===== config.mk =====
export PLATFORM = sky130hd
export DESIGN_NAME = sync_debounce_flat
export DESIGN_NICKNAME = d
export VERILOG_FILES = /design/src/rtl/sync_debounce_pkg.sv /design/src/rtl/sync_debounce_if.sv /design/src/rtl/sync_debounce_channel.sv /design/src/rtl/sync_debounce.sv /design/src/flat_wrapper.sv
export SDC_FILE = /design/constraint.sdc
export NUM_CORES = 1
export LEC_CHECK = 0
export CORE_AREA = 10 10 47 49
export CTS_CLUSTER_DIAMETER = 100
export DETAILED_ROUTE_END_ITERATION = 8
export DIE_AREA = 0 0 57 59
export GPL_TIMING_DRIVEN = 1
export SLEW_MARGIN = 20
export SYNTH_ARGS = -nofsm -noshare
export SYNTH_HDL_FRONTEND = slang
export SYNTH_HIERARCHICAL = 1
export SYNTH_SLANG_ARGS = --single-unit

===== constraint.sdc =====
create_clock -name clk -period 1.3 [get_ports clk]
set_input_delay 0.26 -clock clk [delete_from_list [all_inputs] [get_ports clk]]
set_output_delay 0.26 -clock clk [all_outputs]
set_load 0.01 [all_outputs]

===== src/rtl/sync_debounce_pkg.sv =====
// ============================================================================
// sync_debounce_pkg : shared constants, legality limits and counter width
// Rev 1.0 - initial release
// ============================================================================
`default_nettype none

package sync_debounce_pkg;

  localparam int N_CH_DEFAULT          = 1;
  localparam int SYNC_STAGES_DEFAULT   = 2;
  localparam int STABLE_CYCLES_DEFAULT = 4;

  localparam int N_CH_MIN          = 1;
  localparam int N_CH_MAX          = 32;
  localparam int SYNC_STAGES_MIN   = 2;
  localparam int STABLE_CYCLES_MIN = 1;

  // Counter only needs to reach STABLE_CYCLES-1; never narrower than one bit.
  function automatic int cnt_width(input int stable_cycles);
    int w;
    w = $clog2(stable_cycles);
    return (w < 1) ? 1 : w;
  endfunction

endpackage

`default_nettype wire


===== src/rtl/sync_debounce_if.sv =====
// ============================================================================
// sync_debounce_if : raw inputs, tick enable and debounced outputs
// Rev 1.0 - initial release
// ============================================================================
`default_nettype none

interface sync_debounce_if #(
  parameter int N_CH = 1
);

  logic [N_CH-1:0] din;
  logic            tick;
  logic [N_CH-1:0] dout;
  logic [N_CH-1:0] rise;
  logic [N_CH-1:0] fall;

  modport master (
    output din,
    output tick,
    input  dout,
    input  rise,
    input  fall
  );

  modport slave (
    input  din,
    input  tick,
    output dout,
    output rise,
    output fall
  );

endinterface

`default_nettype wire


===== src/rtl/sync_debounce_channel.sv =====
// ============================================================================
// debounce_channel : one-bit synchronizer, persistence counter, edge pulses
// Rev 1.0 - initial release
// ============================================================================
`default_nettype none

module debounce_channel
  import sync_debounce_pkg::*;
#(
  parameter int   SYNC_STAGES   = SYNC_STAGES_DEFAULT,
  parameter int   STABLE_CYCLES = STABLE_CYCLES_DEFAULT,
  parameter logic INIT_LEVEL    = 1'b0
)(
  input  logic clk,
  input  logic rst,
  input  logic din,
  input  logic tick,
  output logic dout,
  output logic rise,
  output logic fall
);

  localparam int            CW         = cnt_width(STABLE_CYCLES);
  localparam logic [CW-1:0] C_CNT_LAST = CW'(STABLE_CYCLES - 1);

  logic [SYNC_STAGES-1:0] r_sync;
  logic [CW-1:0]          r_cnt;
  logic                   w_sync_q;

  assign w_sync_q = r_sync[SYNC_STAGES-1];

  always_ff @(posedge clk or posedge rst) begin
    if (rst) begin
      r_sync <= {SYNC_STAGES{INIT_LEVEL}};
    end else begin
      r_sync <= {r_sync[SYNC_STAGES-2:0], din};
    end
  end

  // Any return to agreement with dout throws the partial count away.
  always_ff @(posedge clk or posedge rst) begin
    if (rst) begin
      r_cnt <= '0;
      dout  <= INIT_LEVEL;
      rise  <= 1'b0;
      fall  <= 1'b0;
    end else begin
      rise <= 1'b0;
      fall <= 1'b0;
      if (w_sync_q == dout) begin
        r_cnt <= '0;
      end else if (tick) begin
        if (r_cnt == C_CNT_LAST) begin
          r_cnt <= '0;
          dout  <= w_sync_q;
          rise  <= w_sync_q;
          fall  <= ~w_sync_q;
        end else begin
          r_cnt <= r_cnt + CW'(1);
        end
      end
    end
  end

endmodule

`default_nettype wire


===== src/rtl/sync_debounce.sv =====
// ============================================================================
// sync_debounce : N_CH independent synchronise-and-debounce channels
// Rev 1.0 - initial release
// ============================================================================
`default_nettype none

module sync_debounce
  import sync_debounce_pkg::*;
#(
  parameter int              N_CH          = N_CH_DEFAULT,
  parameter int              SYNC_STAGES   = SYNC_STAGES_DEFAULT,
  parameter int              STABLE_CYCLES = STABLE_CYCLES_DEFAULT,
  parameter logic [N_CH-1:0] INIT_LEVEL    = '0
)(
  input logic            clk,
  input logic            rst,
  sync_debounce_if.slave bus
);

  if (N_CH < N_CH_MIN || N_CH > N_CH_MAX) begin : g_bad_n_ch
    $error("sync_debounce: N_CH=%0d outside %0d..%0d", N_CH, N_CH_MIN, N_CH_MAX);
  end
  if (SYNC_STAGES < SYNC_STAGES_MIN) begin : g_bad_sync_stages
    $error("sync_debounce: SYNC_STAGES=%0d below %0d", SYNC_STAGES, SYNC_STAGES_MIN);
  end
  if (STABLE_CYCLES < STABLE_CYCLES_MIN) begin : g_bad_stable_cycles
    $error("sync_debounce: STABLE_CYCLES=%0d below %0d", STABLE_CYCLES, STABLE_CYCLES_MIN);
  end

  logic [N_CH-1:0] w_dout;
  logic [N_CH-1:0] w_rise;
  logic [N_CH-1:0] w_fall;

  for (genvar i = 0; i < N_CH; i++) begin : g_ch
    debounce_channel #(
      .SYNC_STAGES   (SYNC_STAGES),
      .STABLE_CYCLES (STABLE_CYCLES),
      .INIT_LEVEL    (INIT_LEVEL[i])
    ) u_ch (
      .clk  (clk),
      .rst  (rst),
      .din  (bus.din[i]),
      .tick (bus.tick),
      .dout (w_dout[i]),
      .rise (w_rise[i]),
      .fall (w_fall[i])
    );
  end

  assign bus.dout = w_dout;
  assign bus.rise = w_rise;
  assign bus.fall = w_fall;

endmodule

`default_nettype wire


===== src/flat_wrapper.sv =====
// flat-port wrapper written by rule: the top's interface ports become plain ports
module sync_debounce_flat import sync_debounce_pkg::*;
#(
  parameter int              N_CH          = N_CH_DEFAULT,
  parameter int              SYNC_STAGES   = SYNC_STAGES_DEFAULT,
  parameter int              STABLE_CYCLES = STABLE_CYCLES_DEFAULT,
  parameter logic [N_CH-1:0] INIT_LEVEL    = '0
)
  (clk, rst, bus_din, bus_tick, bus_dout, bus_rise, bus_fall);
  sync_debounce_if #(.N_CH(N_CH)) bus_i ();
  input logic clk;
  input logic rst;
  input wire logic [$bits(bus_i.din)-1:0] bus_din;
  input wire logic [$bits(bus_i.tick)-1:0] bus_tick;
  output wire logic [$bits(bus_i.dout)-1:0] bus_dout;
  output wire logic [$bits(bus_i.rise)-1:0] bus_rise;
  output wire logic [$bits(bus_i.fall)-1:0] bus_fall;
  assign bus_i.din = bus_din;
  assign bus_i.tick = bus_tick;
  assign bus_dout = bus_i.dout;
  assign bus_rise = bus_i.rise;
  assign bus_fall = bus_i.fall;
  sync_debounce #(.N_CH(N_CH), .SYNC_STAGES(SYNC_STAGES), .STABLE_CYCLES(STABLE_CYCLES), .INIT_LEVEL(INIT_LEVEL)) u_core (.clk(clk), .rst(rst), .bus(bus_i));
endmodule

==> flow_metrics.tcl <==
set metrics [dict create \
    outcome "completed" \
    wl_per_cell_um 12.9 \
    rsz0062_at_grt "no" \
    reg2reg_to "u_core/g_ch[0].u_ch/dout$_DFFE_PP0P_" \
    die_area_um2 3360 \
    seq_area_frac_synth 0.664 \
    rr_worst_depth 3 \
    num_vias 196 \
    synth_cell_types 12 \
    pin_count 7 \
    cp_slowest_cell "dfrtp_1" \
    area_growth_pct 47.4 \
    netlist_instances 19 \
    max_clock_freq_mhz 843 \
    die_w_um 57 \
    endpoint_kind "primary output" \
    ant_nets 0 \
    finalHoldViolations 0 \
    first_iter_violations 9 \
    peakVddDrop_uv 492 \
    timing.rr.start "u_core/g_ch[0].u_ch/r_cnt[0]$_DFFE_PP0P_" \
    layout.cells.non_filler 48 \
    maxCapViolCount 0 \
    final_layout_size_suffix_gt1_frac 0.219 \
    fill_cells 155 \
    crit_required_ns 1.04 \
    period_minus_slack_ns 1.19 \
    cp_max_fo 2 \
    post-cts-setup-buffer-count 0 \
    num_antenna_cells 0 \
    place_inst 44 \
    syn_area_per_cell_um2 13.9 \
    vias_per_cell 4.08 \
    synth-seq-cells 7 \
    grt_usage 0.0390 \
    grt_pass1_wl_um 917 \
    fp.dieH_um 59 \
    skew_ns 0.00543 \
    worstSetupPathType "flip-flop to primary output" \
    clk_root_buffer_cell "clkbuf_4" \
    final_nets 38 \
    path_delay_family "flip-flops" \
    worstHoldPathType "input port to async pin" \
    crit_end "bus_dout" \
    clock_latency_ns 0.26 \
    grt_overflow 0 \
    core_um2 1400 \
    cts_htree_levels 1 \
    portBuffers 6 \
    path_cells "dlygate4sd2_1" \
    syn_area_um2 264 \
    slew_headroom 0.821 \
    numCtsBuffers 3 \
    path_clk_slew_ns 0.05 \
    p_per_area_nw_per_um2 1750 \
    critPathArrivalTime_ns 0.93 \
    finalSetupViolCount 0 \
    grt_pass1_vias 235 \
    antenna_found_initial 0 \
    maxSlewViolCount 0 \
    worst-slew-pin-transition_ns 0.268 \
    tns_ns 0 \
    worst-path-stages 1 \
    drc 0 \
    max_stage_delay_ns 0.38 \
    grt_start_max_net_pins 8 \
    clock_sinks 7 \
    whs_ns 0.235 \
    synth_nets 24 \
    gp_congestion 0.687 \
    rows 14 \
    cts_tree "done" \
    cellLeakagePower_nw 0.195 \
    rrSetupSlack_ns 0.14 \
    ys_warn_count 6 \
    hpwl_um 431 \
    cp.buffers_inverters 1 \
    finalPower_uw 680 \
    cts_buffer_depth 2 \
    start_util 0.188 \
    cp-startpoint "u_core/g_ch[0].u_ch/dout$_DFFE_PP0P_" \
    wl_um 619 \
    post-route-period-util 0.913 \
    cp-start-kind "flip-flop" \
    drt_pass1_iterations 3 \
]
repair_timing:
item                                    CTS  global route
hold buffers                              0             0
resized for setup                         3             0
endpoints found under the setup margin    3             0
cell usage in the layout, fill, tap and decap left out:
cell             synthesis  layout
dfrtp_1                  7       7
clkbuf_4                 0       3
clkdlybuf4s50_1          0       3
dlygate4sd2_1            0       3
buf_4                    0       3
nor3b_1                  2       2
clkbuf_1                 0       1
nand2_1                  1       1
mux2_2                   1       1
or3b_1                   1       1
nand2b_1                 1       1
xnor2_1                  1       1
a21oi_1                  1       1
inv_1                    1       1
mux2i_1                  1       1
nor2_1                   1       1
ha_1                     1       1
state kept, by name (all words and copies together), names as in the netlist:
register,cells
u_core/g_ch.u_ch/dout,1
u_core/g_ch.u_ch/r_sync,2
u_core/g_ch.u_ch/rise,1
u_core/g_ch.u_ch/fall,1
u_core/g_ch.u_ch/r_cnt,2
worst min path at each step:
stage | endpoint | slack, ns
after global routing | u_core/g_ch[0].u_ch/r_sync[1]$_DFF_PP0_ | 0.26
after CTS | u_core/g_ch[0].u_ch/r_sync[1]$_DFF_PP0_ | 0.24
after floorplan | u_core/g_ch[0].u_ch/dout$_DFFE_PP0P_ | 0.06
after detailed placement | u_core/g_ch[0].u_ch/r_sync[1]$_DFF_PP0_ | 0.35
final | u_core/g_ch[0].u_ch/r_sync[1]$_DFF_PP0_ | 0.24
after global placement | u_core/g_ch[0].u_ch/r_sync[1]$_DFF_PP0_ | 0.34
worst register-to-register path, stage by stage (launching register included):
cell and delay (ns):
dfrtp_1 0.39, ha_1 0.22, nand2_1 0.10, mux2_2 0.34
Yosys cell counts:
| cell | instances | share of area |
|---|---|---|
| nor2_1 | 1 | 0.014 |
| mux2i_1 | 1 | 0.038 |
| nand2_1 | 1 | 0.014 |
| nand2b_1 | 1 | 0.024 |
| inv_1 | 1 | 0.014 |
| ha_1 | 1 | 0.047 |
| mux2_2 | 1 | 0.043 |
| a21oi_1 | 1 | 0.019 |
| or3b_1 | 1 | 0.033 |
| nor3b_1 | 2 | 0.057 |
| xnor2_1 | 1 | 0.033 |
| dfrtp_1 | 7 | 0.66 |
power breakdown:
part | internal, mW | switching (mW)
combinational | 0.104 | 0.0813
sequential | 0.265 | 0.0296
clock | 0.117 | 0.0833
total | 0.486 | 0.194
metrics by stage:
stage                     instance area, um2  utilization  setup slack, ns
after floorplan                          264            -            0.197
after global placement                   367        0.262          -0.0102
after detailed placement                 367        0.262          -0.0298
after CTS                                389        0.278           0.0946
after global routing                     389        0.278           0.0782
final                                    389        0.278            0.113
logic make-up after synthesis:
logic type / count (synthesis) / synth area share
DFF: 7 / 0.664
AOI/OAI and AO/OA: 1 / 0.0189
and+or+nand+nor: 6 / 0.142
adders and majority gates: 1 / 0.0474
muxes: 2 / 0.0806
buffers and inverters: 1 / 0.0142
xor gates and xnor gates: 1 / 0.0332
cell type report:
| cell class | count | area [um2] | share of cell area |
|---|---|---|---|
| Tap cell | 16 | 20.0 | 0.0514 |
| Inverter | 1 | 3.75 | 0.00965 |
| Timing Repair Buffer | 9 | 78.8 | 0.203 |
| Clock buffer | 4 | 26.3 | 0.0675 |
| Sequential cell | 7 | 175 | 0.450 |
| Multi-Input combinational cell | 11 | 85.1 | 0.219 |
metal layers:
| layer | vias to the layer above | wire length, um | global-route usage | part of all wire |
|---|---|---|---|---|
| met3 | 2 | 75 | 0.0343 | 0.12 |
| met2 | 13 | 268 | 0.0574 | 0.43 |
| met4 | 0 | 15 | 0.0403 | 0.024 |
| met1 | 93 | 260 | 0.0299 | 0.42 |
| li1 | 88 | - | - | - |
| met5 | - | 0 | 0 | 0 |
(Power assumes the default switching activity.)
